`src/rtl/mem_access_unit_pkg.sv`:
```
// rtl/mem_access_unit_pkg.sv - shared processor constants and MEM-stage FSM encoding
//
// Purpose : data/register widths, default bus timeout and the state
//           encoding used by the memory-access stage.
// Ports   : none (package).
package mem_access_unit_pkg;

  localparam int DATA_W          = 16;
  localparam int REG_W           = 3;
  localparam int TIMEOUT_DEFAULT = 15;

  typedef enum logic [1:0] {
    S_IDLE = 2'b00,
    S_WAIT = 2'b01,
    S_DONE = 2'b10
  } state_t;

endpackage

```
`src/rtl/mem_access_unit_if.sv`:
```
// rtl/mem_access_unit_if.sv - data-memory request/acknowledge bus
//
// Purpose : groups the data-memory bus signals of the MEM stage.
// Ports   : master (MEM stage) drives mem_req, mem_we, mem_addr, mem_wdata
//           and receives mem_rdata, mem_ack (one-cycle completion pulse);
//           slave (memory) is the mirror image.
interface mem_access_unit_if;
  import mem_access_unit_pkg::*;

  logic              mem_req;
  logic              mem_we;
  logic [DATA_W-1:0] mem_addr;
  logic [DATA_W-1:0] mem_wdata;
  logic [DATA_W-1:0] mem_rdata;
  logic              mem_ack;

  modport master (
    output mem_req,
    output mem_we,
    output mem_addr,
    output mem_wdata,
    input  mem_rdata,
    input  mem_ack
  );

  modport slave (
    input  mem_req,
    input  mem_we,
    input  mem_addr,
    input  mem_wdata,
    output mem_rdata,
    output mem_ack
  );

endinterface

```
`src/rtl/mem_access_unit.sv`:
```
// rtl/mem_access_unit.sv - MEM pipeline stage with stalling data-memory access and bus timeout
//
// Purpose : executes loads/stores from the EXE/MEM register over a
//           request/ack bus, stalls the front of the pipeline while an
//           access is outstanding and feeds the MEM/WB register.
// Ports   : clk, reset            - clock, synchronous active-high reset
//           Rd3In..ALUOutIn       - EXE/MEM register fields
//           stall                 - holds IF..EXE/MEM while high (combinational)
//           bus (master)          - data-memory bus
//           Rd3Out, RegWrOut,
//           WBDataOut             - MEM/WB register fields
//           err                   - sticky bus-timeout flag, cleared by reset only
module mem_access_unit
  import mem_access_unit_pkg::*;
#(
  parameter int TIMEOUT = TIMEOUT_DEFAULT
) (
  input  logic              clk,
  input  logic              reset,
  input  logic [REG_W-1:0]  Rd3In,
  input  logic              RegWrIn,
  input  logic              MemRIn,
  input  logic              MemWIn,
  input  logic              WBIn,
  input  logic [DATA_W-1:0] DataInIn,
  input  logic [DATA_W-1:0] ALUOutIn,
  output logic              stall,
  mem_access_unit_if.master bus,
  output logic [REG_W-1:0]  Rd3Out,
  output logic              RegWrOut,
  output logic [DATA_W-1:0] WBDataOut,
  output logic              err
);

  localparam int CNT_W = ($clog2(TIMEOUT + 1) > 4) ? $clog2(TIMEOUT + 1) : 4;
  // Value of the counter on the last WAIT cycle allowed before abort.
  localparam logic [CNT_W-1:0] CNT_LAST = CNT_W'(TIMEOUT - 1);

  state_t            state;
  state_t            state_next;
  logic [CNT_W-1:0]  cnt;
  logic [DATA_W-1:0] rdata_q;
  logic              start;
  logic              timeout_hit;

  assign start       = MemRIn | MemWIn;
  // An ack on the expiring cycle wins, so it is excluded here.
  assign timeout_hit = (state == S_WAIT) && !bus.mem_ack && (cnt == CNT_LAST);

  // State register
  always_ff @(posedge clk) begin
    if (reset) begin
      state <= S_IDLE;
    end else begin
      state <= state_next;
    end
  end

  // Next-state logic
  always_comb begin
    state_next = state;
    case (state)
      S_IDLE: if (start) state_next = S_WAIT;
      S_WAIT: if (bus.mem_ack || timeout_hit) state_next = S_DONE;
      S_DONE: state_next = S_IDLE;
      default: state_next = S_IDLE;
    endcase
  end

  // Output logic
  always_comb begin
    stall = 1'b0;
    case (state)
      S_IDLE: stall = start;
      S_WAIT: stall = 1'b1;
      default: stall = 1'b0;
    endcase
  end

  // Bus registers, read-data capture, timeout counter and error flag
  always_ff @(posedge clk) begin
    if (reset) begin
      bus.mem_req   <= 1'b0;
      bus.mem_we    <= 1'b0;
      bus.mem_addr  <= '0;
      bus.mem_wdata <= '0;
      rdata_q       <= '0;
      cnt           <= '0;
      err           <= 1'b0;
    end else begin
      case (state)
        S_IDLE: begin
          if (start) begin
            bus.mem_req   <= 1'b1;
            bus.mem_we    <= MemWIn;  // store wins when both are set
            bus.mem_addr  <= ALUOutIn;
            bus.mem_wdata <= DataInIn;
            cnt           <= '0;
          end
        end
        S_WAIT: begin
          if (bus.mem_ack) begin
            bus.mem_req <= 1'b0;
            if (!bus.mem_we) rdata_q <= bus.mem_rdata;
          end else if (timeout_hit) begin
            bus.mem_req <= 1'b0;
            err         <= 1'b1;
            if (!bus.mem_we) rdata_q <= '0;
          end else if (cnt != '1) begin
            cnt <= cnt + CNT_W'(1);
          end
        end
        default: ;
      endcase
    end
  end

  // MEM/WB register: bubble while stalled, otherwise pass the instruction on
  always_ff @(posedge clk) begin
    if (reset) begin
      Rd3Out    <= '0;
      RegWrOut  <= 1'b0;
      WBDataOut <= '0;
    end else if (stall) begin
      RegWrOut  <= 1'b0;
    end else begin
      Rd3Out    <= Rd3In;
      RegWrOut  <= RegWrIn;
      WBDataOut <= WBIn ? rdata_q : ALUOutIn;
    end
  end

endmodule

```
`src/flat_wrapper.sv`:
```
// flat-port wrapper written by rule: the top's interface ports become plain ports
module mem_access_unit_flat import mem_access_unit_pkg::*;
#(
  parameter int TIMEOUT = TIMEOUT_DEFAULT
)
  (clk, reset, Rd3In, RegWrIn, MemRIn, MemWIn, WBIn, DataInIn, ALUOutIn, stall, Rd3Out, RegWrOut, WBDataOut, err, bus_mem_req, bus_mem_we, bus_mem_addr, bus_mem_wdata, bus_mem_rdata, bus_mem_ack);
  mem_access_unit_if bus_i ();
  input  logic clk;
  input  logic reset;
  input  logic [REG_W-1:0] Rd3In;
  input  logic RegWrIn;
  input  logic MemRIn;
  input  logic MemWIn;
  input  logic WBIn;
  input  logic [DATA_W-1:0] DataInIn;
  input  logic [DATA_W-1:0] ALUOutIn;
  output logic stall;
  output logic [REG_W-1:0] Rd3Out;
  output logic RegWrOut;
  output logic [DATA_W-1:0] WBDataOut;
  output logic err;
  output wire logic [$bits(bus_i.mem_req)-1:0] bus_mem_req;
  output wire logic [$bits(bus_i.mem_we)-1:0] bus_mem_we;
  output wire logic [$bits(bus_i.mem_addr)-1:0] bus_mem_addr;
  output wire logic [$bits(bus_i.mem_wdata)-1:0] bus_mem_wdata;
  input wire logic [$bits(bus_i.mem_rdata)-1:0] bus_mem_rdata;
  input wire logic [$bits(bus_i.mem_ack)-1:0] bus_mem_ack;
  assign bus_mem_req = bus_i.mem_req;
  assign bus_mem_we = bus_i.mem_we;
  assign bus_mem_addr = bus_i.mem_addr;
  assign bus_mem_wdata = bus_i.mem_wdata;
  assign bus_i.mem_rdata = bus_mem_rdata;
  assign bus_i.mem_ack = bus_mem_ack;
  mem_access_unit #(.TIMEOUT(TIMEOUT)) u_core (.clk(clk), .reset(reset), .Rd3In(Rd3In), .RegWrIn(RegWrIn), .MemRIn(MemRIn), .MemWIn(MemWIn), .WBIn(WBIn), .DataInIn(DataInIn), .ALUOutIn(ALUOutIn), .stall(stall), .bus(bus_i), .Rd3Out(Rd3Out), .RegWrOut(RegWrOut), .WBDataOut(WBDataOut), .err(err));
endmodule
```
`config.mk`:
```
export PLATFORM = sky130hd
export DESIGN_NAME = mem_access_unit_flat
export DESIGN_NICKNAME = d
export VERILOG_FILES = /design/src/rtl/mem_access_unit_pkg.sv /design/src/rtl/mem_access_unit_if.sv /design/src/rtl/mem_access_unit.sv /design/src/flat_wrapper.sv
export SDC_FILE = /design/constraint.sdc
export NUM_CORES = 1
export LEC_CHECK = 0
export BUFFER_PORTS_ARGS = -buffer_cell sky130_fd_sc_hd__buf_4
export CAP_MARGIN = 20
export CORE_MARGIN = 5
export CORE_UTILIZATION = 48
export CTS_BUF_LIST = sky130_fd_sc_hd__clkbuf_16
export CTS_CLUSTER_DIAMETER = 60
export CTS_CLUSTER_SIZE = 40
export DETAILED_ROUTE_END_ITERATION = 8
export PLACE_DENSITY = 0.81
export RECOVER_POWER = 25
export SYNTH_ARGS = -nofsm -noshare
export SYNTH_HDL_FRONTEND = slang
export SYNTH_SLANG_ARGS = --single-unit
```
`constraint.sdc`:
```
create_clock -name clk -period 2 [get_ports clk]
set_input_delay 0.1 -clock clk [delete_from_list [all_inputs] [get_ports clk]]
set_output_delay 0.1 -clock clk [all_outputs]
set_load 0.01 [all_outputs]
```
-- After elaboration in Yosys (flattened, before gate mapping)
Cells that the tools add are included.
- mux-type cells: 18
- add/subtract/negate cells: 1
- reduce and logical (&&, ||, !) cells: 14
- equal/unequal tests: 9
- bitwise operators: 3
- operator list (kind ; count):
    $mux 16 ; 5
    $mux 4 ; 4
    $reduce_and 3->1 ; 3
    $ne 2x2->1 const B ; 4
    $pmux 4 s2 ; 1
    $reduce_and 5->1 ; 1
    $add 4x1->4 const B ; 1
    $eq 4x4->1 const B ; 1
    $mux 2 ; 2
    $ne 4x4->1 const B ; 1
    $pmux 1 s2 ; 2
    $pmux 2 s2 ; 1
    $reduce_and 2->1 ; 2
    $reduce_bool 2->1 ; 2
    $mux 1 ; 3
    $ne 3x2->1 const B ; 1
    $eq 2x1->1 const B ; 1
    $logic_and 1x1->1 ; 2
    $logic_not 2->1 ; 1
    $ne 2x1->1 const B ; 1
    $not 1->1 ; 2
    $reduce_or 2->1 ; 1
    $logic_not 1->1 ; 1
    $logic_or 1x1->1 ; 1
    $or 1x1->1 ; 1
- word-level logic and storage cells: 56
- bits in registers: 77
- output and inout bits: 56
- bits of input ports: 58

-- Depth between registers and ports, before layout
- depth in word-level cells: 6
- gate-level depth with buffers: 6

-- Worst setup path before layout
Ideal clock, no wire load.
- path kind: flip-flop to flip-flop
- start: reg u_core.cnt[0]
- end: reg u_core.rdata_q[10]
- arrival time: 1.541 ns
- period minus slack after synthesis: 1.600 ns
- path buffers: 1
- required time: 1.940 ns
- library setup time: 0.060 ns
- stages on the path, launching flop included: 7
- slack: 0.400 ns
- cell sequence: dfxtp_1 > inv_1 > ha_1 > a31oi_1 > o31a_1 > clkbuf_1 > a22o_1
- cells in the longest elaborated chain, start to end: 4
- ends and longest elaborated chain (item ; line ; source):
    start, declared ; mem_access_unit.sv:41 ; logic [CNT_W-1:0] cnt;
    start signal, assigned ; mem_access_unit.sv:110 ; cnt <= cnt + CNT_W'(1);
    $eq 4x4->1 ; mem_access_unit.sv:48 ; assign timeout_hit = (state == S_WAIT) && !bus.mem_ack && (cnt == CNT_LAST);
    $logic_and 1x1->1 ; mem_access_unit.sv:48 ;
    $reduce_bool 2->1 (no source line) ; -- ;
    $reduce_and 3->1 (no source line) ; -- ;
    end signal, assigned ; mem_access_unit.sv:104 ; if (!bus.mem_we) rdata_q <= bus.mem_rdata;
    end, declared ; mem_access_unit.sv:42 ; logic [DATA_W-1:0] rdata_q;
No other way between the ends.
A chain may end at the register's enable or synchronous reset.

-- Final worst setup path
- start: reg u_core.state[0]
- end: out stall
- cells in the longest elaborated chain, start to end: 2
- ends and longest elaborated chain (item ; line ; source):
    start, declared ; mem_access_unit.sv:39 ; state_t state;
    start signal, assigned ; mem_access_unit.sv:55 ; state <= state_next;
    $eq 2x1->1 or $logic_not 2->1 (tied branches) ; mem_access_unit.sv:73 ; case (state)
    $pmux 1 s2 * ; mem_access_unit.sv:73 ;
    end, declared ; flat_wrapper.sv:17 ; output logic stall;
Mark *: on every way between the ends. The rest lies on a longest branch, timed or not.

==> impl_summary.txt <==
----------------------------------------------------
[GRT]
  Wire length of the first global-routing pass ... between 10000 and 15000 µm
  Overall global routing resource usage ... 0.237
  Via count of the first global-routing pass ... 2913
  Pin count of the biggest net entering global routing ... 37
  Leftover overflow at the end of global routing ... 0
  Initial antenna violation count ... 0

[Clock tree]
  Number of sinks handled by clock tree synthesis ... 77
  Number of setup buffers added after CTS ... 0
  Clock buffer count from CTS ... 9
  CTS tree ... done
  Number of H-tree levels ... 3
  Worst skew pair latency ... 330 ps
  Maximum clock insertion buffer count ... 2
  Clock-pin slew on the worst setup and hold paths ... around 50 ps
  Root buffer selected by CTS ... clkbuf_16

[Critical path]
  Category of the worst setup path capture point ... primary output
  Critical R2R Launch ... u_core.state[0]$_SDFFE_PP0P_
  Worst flop-to-flop path endpoint ... u_core.rdata_q[6]$_SDFFE_PP0P_
  Worst Path Max Fanout ... 18
  Worst Reg2Reg Path Length in Cells ... 3
  Worst Path Required ... 1900 ps
  Critical path startpoint category ... register
  Crit path DAT ... around 1700 ps
  Setup Crit Path Kind ... register to primary output
  Reg2Reg Setup Slack ... 250 ps

[Route]
  Detailed-route wire length on metal 1 ... 3960 µm
  Wire length on met3 ... about 830 µm
  Drt pass-1 iters ... 4
  Vias/cell ... about 5.8
  Count of nets left with antenna violations after detail routing ... 0
  Violation count after the first detailed-routing iteration ... 154
  Remaining design rule violation count ... 0
  Overall routed net length ... 9300 µm
  Average routed wire per standard cell ... 17.9 µm
  Vias after detailed routing ... about 3000
  Detail Route met2 WL ... approximately 4400 µm
  Max layer used ... met4

[Synthesis]
  Most instantiated flip-flop cell in the synthesis netlist ... dfxtp_1
  Post-synth top cells ... dfxtp_1 (77), a21oi_1 (40), nand3_1 (37), o21ai_0 (37), clkbuf_1 (26)
  Library cells used by synthesis ... 33
  Sequential area share after synthesis ... 0.513
  Number of synthesis warnings ... 0
  Synthesized instance count ... 326
  Share of Yosys cell area claimed by the top area cell type ... 0.513
  Dominant cell by count in the synthesized netlist ... dfxtp_1
  Number of enable flip-flop cells after synthesis ... 0
  Flops & latches, synth ... just under 80
  Async set-or-reset flop fraction in the synthesized netlist ... 0
  Avg Cell Area, Syn ... 9.22 µm²
  Synthesized Nets ... 386
  Top post-synthesis cells by area ... dfxtp_1 (51%), a21oi_1 (6.7%), nand3_1 (6.2%)
  Library cell with the largest summed area after synthesis ... dfxtp_1
  Netlist Area Pre-Place ... between 3000 and 4000 µm²

[Final layout]
  Antenna Diode Count ... 0
  Total number of nets in the final design ... 500
  Synth-to-Final Area Change ... 39.9%
  Fraction of final layout cells with drive strength greater than 1 ... 0.245

[Power]
  Total power ... roughly 0.0040 W
  Power per cell area ... approximately 950 nW/µm²
  Worst vdd ir ... 0.543 mV
  Leakage ... ~1.8 nW

[STA]
  RSZ-0062 raised after global routing ... false
  Final count of hold timing violations ... 0
  Slew at the pin closest to its max-slew limit ... 924 ps
  Worst slew margin relative to its limit ... 0.382
  Slew Viols, Final ... 0
  Worst setup skew after layout ... 6.98 ps
  Portion of the clock cycle consumed by the worst path in the final layout ... 0.897
  Post-Route Setup TNS ... 0 ps
  Min Tclk post-route ... roughly 1800 ps
  Setup-failing EPs final ... 0
  Timing-limited maximum frequency ... 0.557 GHz

[Worst hold path]
  Worst Hold Depth ... 2
  Hold/Removal Path Class ... input pin to register
  Worst Hold End ... u_core.rdata_q[10]$_SDFFE_PP0P_
  Hold_sp ... bus_mem_rdata[10]

[Die]
  Io pins ... 114
  # rows ... 28
  Placeable Area ... 5990 µm²
  Die ar. ... 7950 µm²
  Die extent in x ... 89.1 µm
  Starting density of the core ... 0.502
  Die height ... 89.1 µm

[Placement]
  Routability-driven placement congestion ratio ... 0.782
  Final HPWL DP ... between 6000 and 7000 µm
  Port Buffer Count ... between 100 and 150

[Status]
  Outcome ... finished clean

[Run]
  Max-cap viol count ... 0

----------------------------------------------------
## how the worst max path moves through the flow
stage                                 start                         endpoint  slack [ps]  cells past startpoint
2_1_floorplan    u_core.cnt[0]$_SDFFE_PP0P_  u_core.rdata_q[10]$_SDFFE_PP0P_         400                      6
3_3_place_gp   u_core.state[1]$_SDFFE_PP0P_   u_core.rdata_q[9]$_SDFFE_PP0P_         310                      3
3_5_place_dp   u_core.state[1]$_SDFFE_PP0P_   u_core.rdata_q[6]$_SDFFE_PP0P_         200                      3
4_1_cts        u_core.state[1]$_SDFFE_PP0P_                            stall         120                      6
5_1_grt        u_core.state[0]$_SDFFE_PP0P_  u_core.rdata_q[14]$_SDFFE_PP0P_         120                      3
6_report       u_core.state[0]$_SDFFE_PP0P_                            stall         210                      5
## report_power, final
group / leakage (nW) / switching, W / internal [W] / total (W)
clock: 0.155 / 0.000599 / 0.00107 / 0.00167
combinational: 0.977 / 0.000337 / 0.000281 / 0.000618
sequential: 0.632 / 0.0000693 / 0.00164 / 0.00171
## sequential cells by signal, summed over array words and instances (netlist names)
name and flops:
u_core.bus.mem_wdata 16, u_core.cnt 4, u_core.err 1, u_core.RegWrOut 1, u_core.rdata_q 16, u_core.state 2, u_core.bus.mem_we 1, u_core.WBDataOut 16
u_core.Rd3Out 3, u_core.bus.mem_req 1, u_core.bus.mem_addr 16
## per-stage QoR
stage	hold slack, ps	utilization	cells	cell area, µm²	worst slack (ps)
after floorplan	233	-	326	3010	400
after global placement	316	0.651	492	3900	310
after detailed placement	321	0.651	492	3900	198
after CTS	1.89	0.722	520	4330	124
after global routing	0.0779	0.702	520	4210	118
final	3.94	0.702	520	4210	206
## final cells by class
cell class                      instances  area, µm²
Clock buffer                            9        225
Clock inverter                          7       81.3
Fill cell                             486       1790
Inverter                                5       18.8
Multi-Input combinational cell        213       1330
Sequential cell                        77       1540
Tap cell                               75       93.8
Timing Repair Buffer                  134        912
## worst max-delay path, cell delays in order, from the launching register on
cell and delay (ps):
dfxtp_1 360, or3_1 430, nand2_1 100, buf_4 240
inv_1 90, buf_4 150
## routing by layer
| layer | up-vias | GRT usage |
|---|---|---|
| met5 | - | 0 |
| met4 | 0 | 0.0866 |
| met3 | 12 | 0.0488 |
| met2 | 133 | 0.384 |
| met1 | 1435 | 0.312 |
| li1 | 1430 | - |
## layout by cell type, fill, tap and decap left out, types with 2 or more instances in the layout
| cell | instances |
|---|---|
| nor2_2 | 2 |
| nand3_1 | 37 |
| or3_1 | 3 |
| nand2_1 | 4 |
| a21oi_1 | 40 |
| bufinv_16 | 2 |
| ha_1 | 2 |
| o21ai_0 | 37 |
| or2_2 | 2 |
| dlygate4sd3_1 | 12 |
| clkbuf_16 | 9 |
| a211oi_1 | 16 |
| dfxtp_1 | 76 |
| mux2i_1 | 16 |
| clkbuf_1 | 33 |
| o221ai_1 | 2 |
| inv_1 | 6 |
| a22o_1 | 16 |
| buf_4 | 89 |
| clkinv_1 | 2 |
| clkinv_2 | 2 |
| nor3_1 | 19 |
| nor2_1 | 2 |
## logic make-up (layout without fill, tap and decap cells)
| logic type | after synthesis | count (layout) | synth area share |
|---|---|---|---|
| AOI/OAI and AO/OA | 117 | 117 | 0.237 |
| and+or+nand+nor | 78 | 78 | 0.142 |
| DFF | 77 | 77 | 0.513 |
| buffers and inverters | 36 | 155 | 0.0462 |
| muxes | 16 | 16 | 0.0533 |
| adders and majority gates | 2 | 2 | 0.00832 |
## what timing repair did
action | in CTS | in global routing
hold endpoints to repair | 12 | 0
hold buffers | 12 | 0
setup endpoints to repair | 0 | 1
resized for setup | 0 | 1
Note: power is estimated with default switching activity, not from simulation.
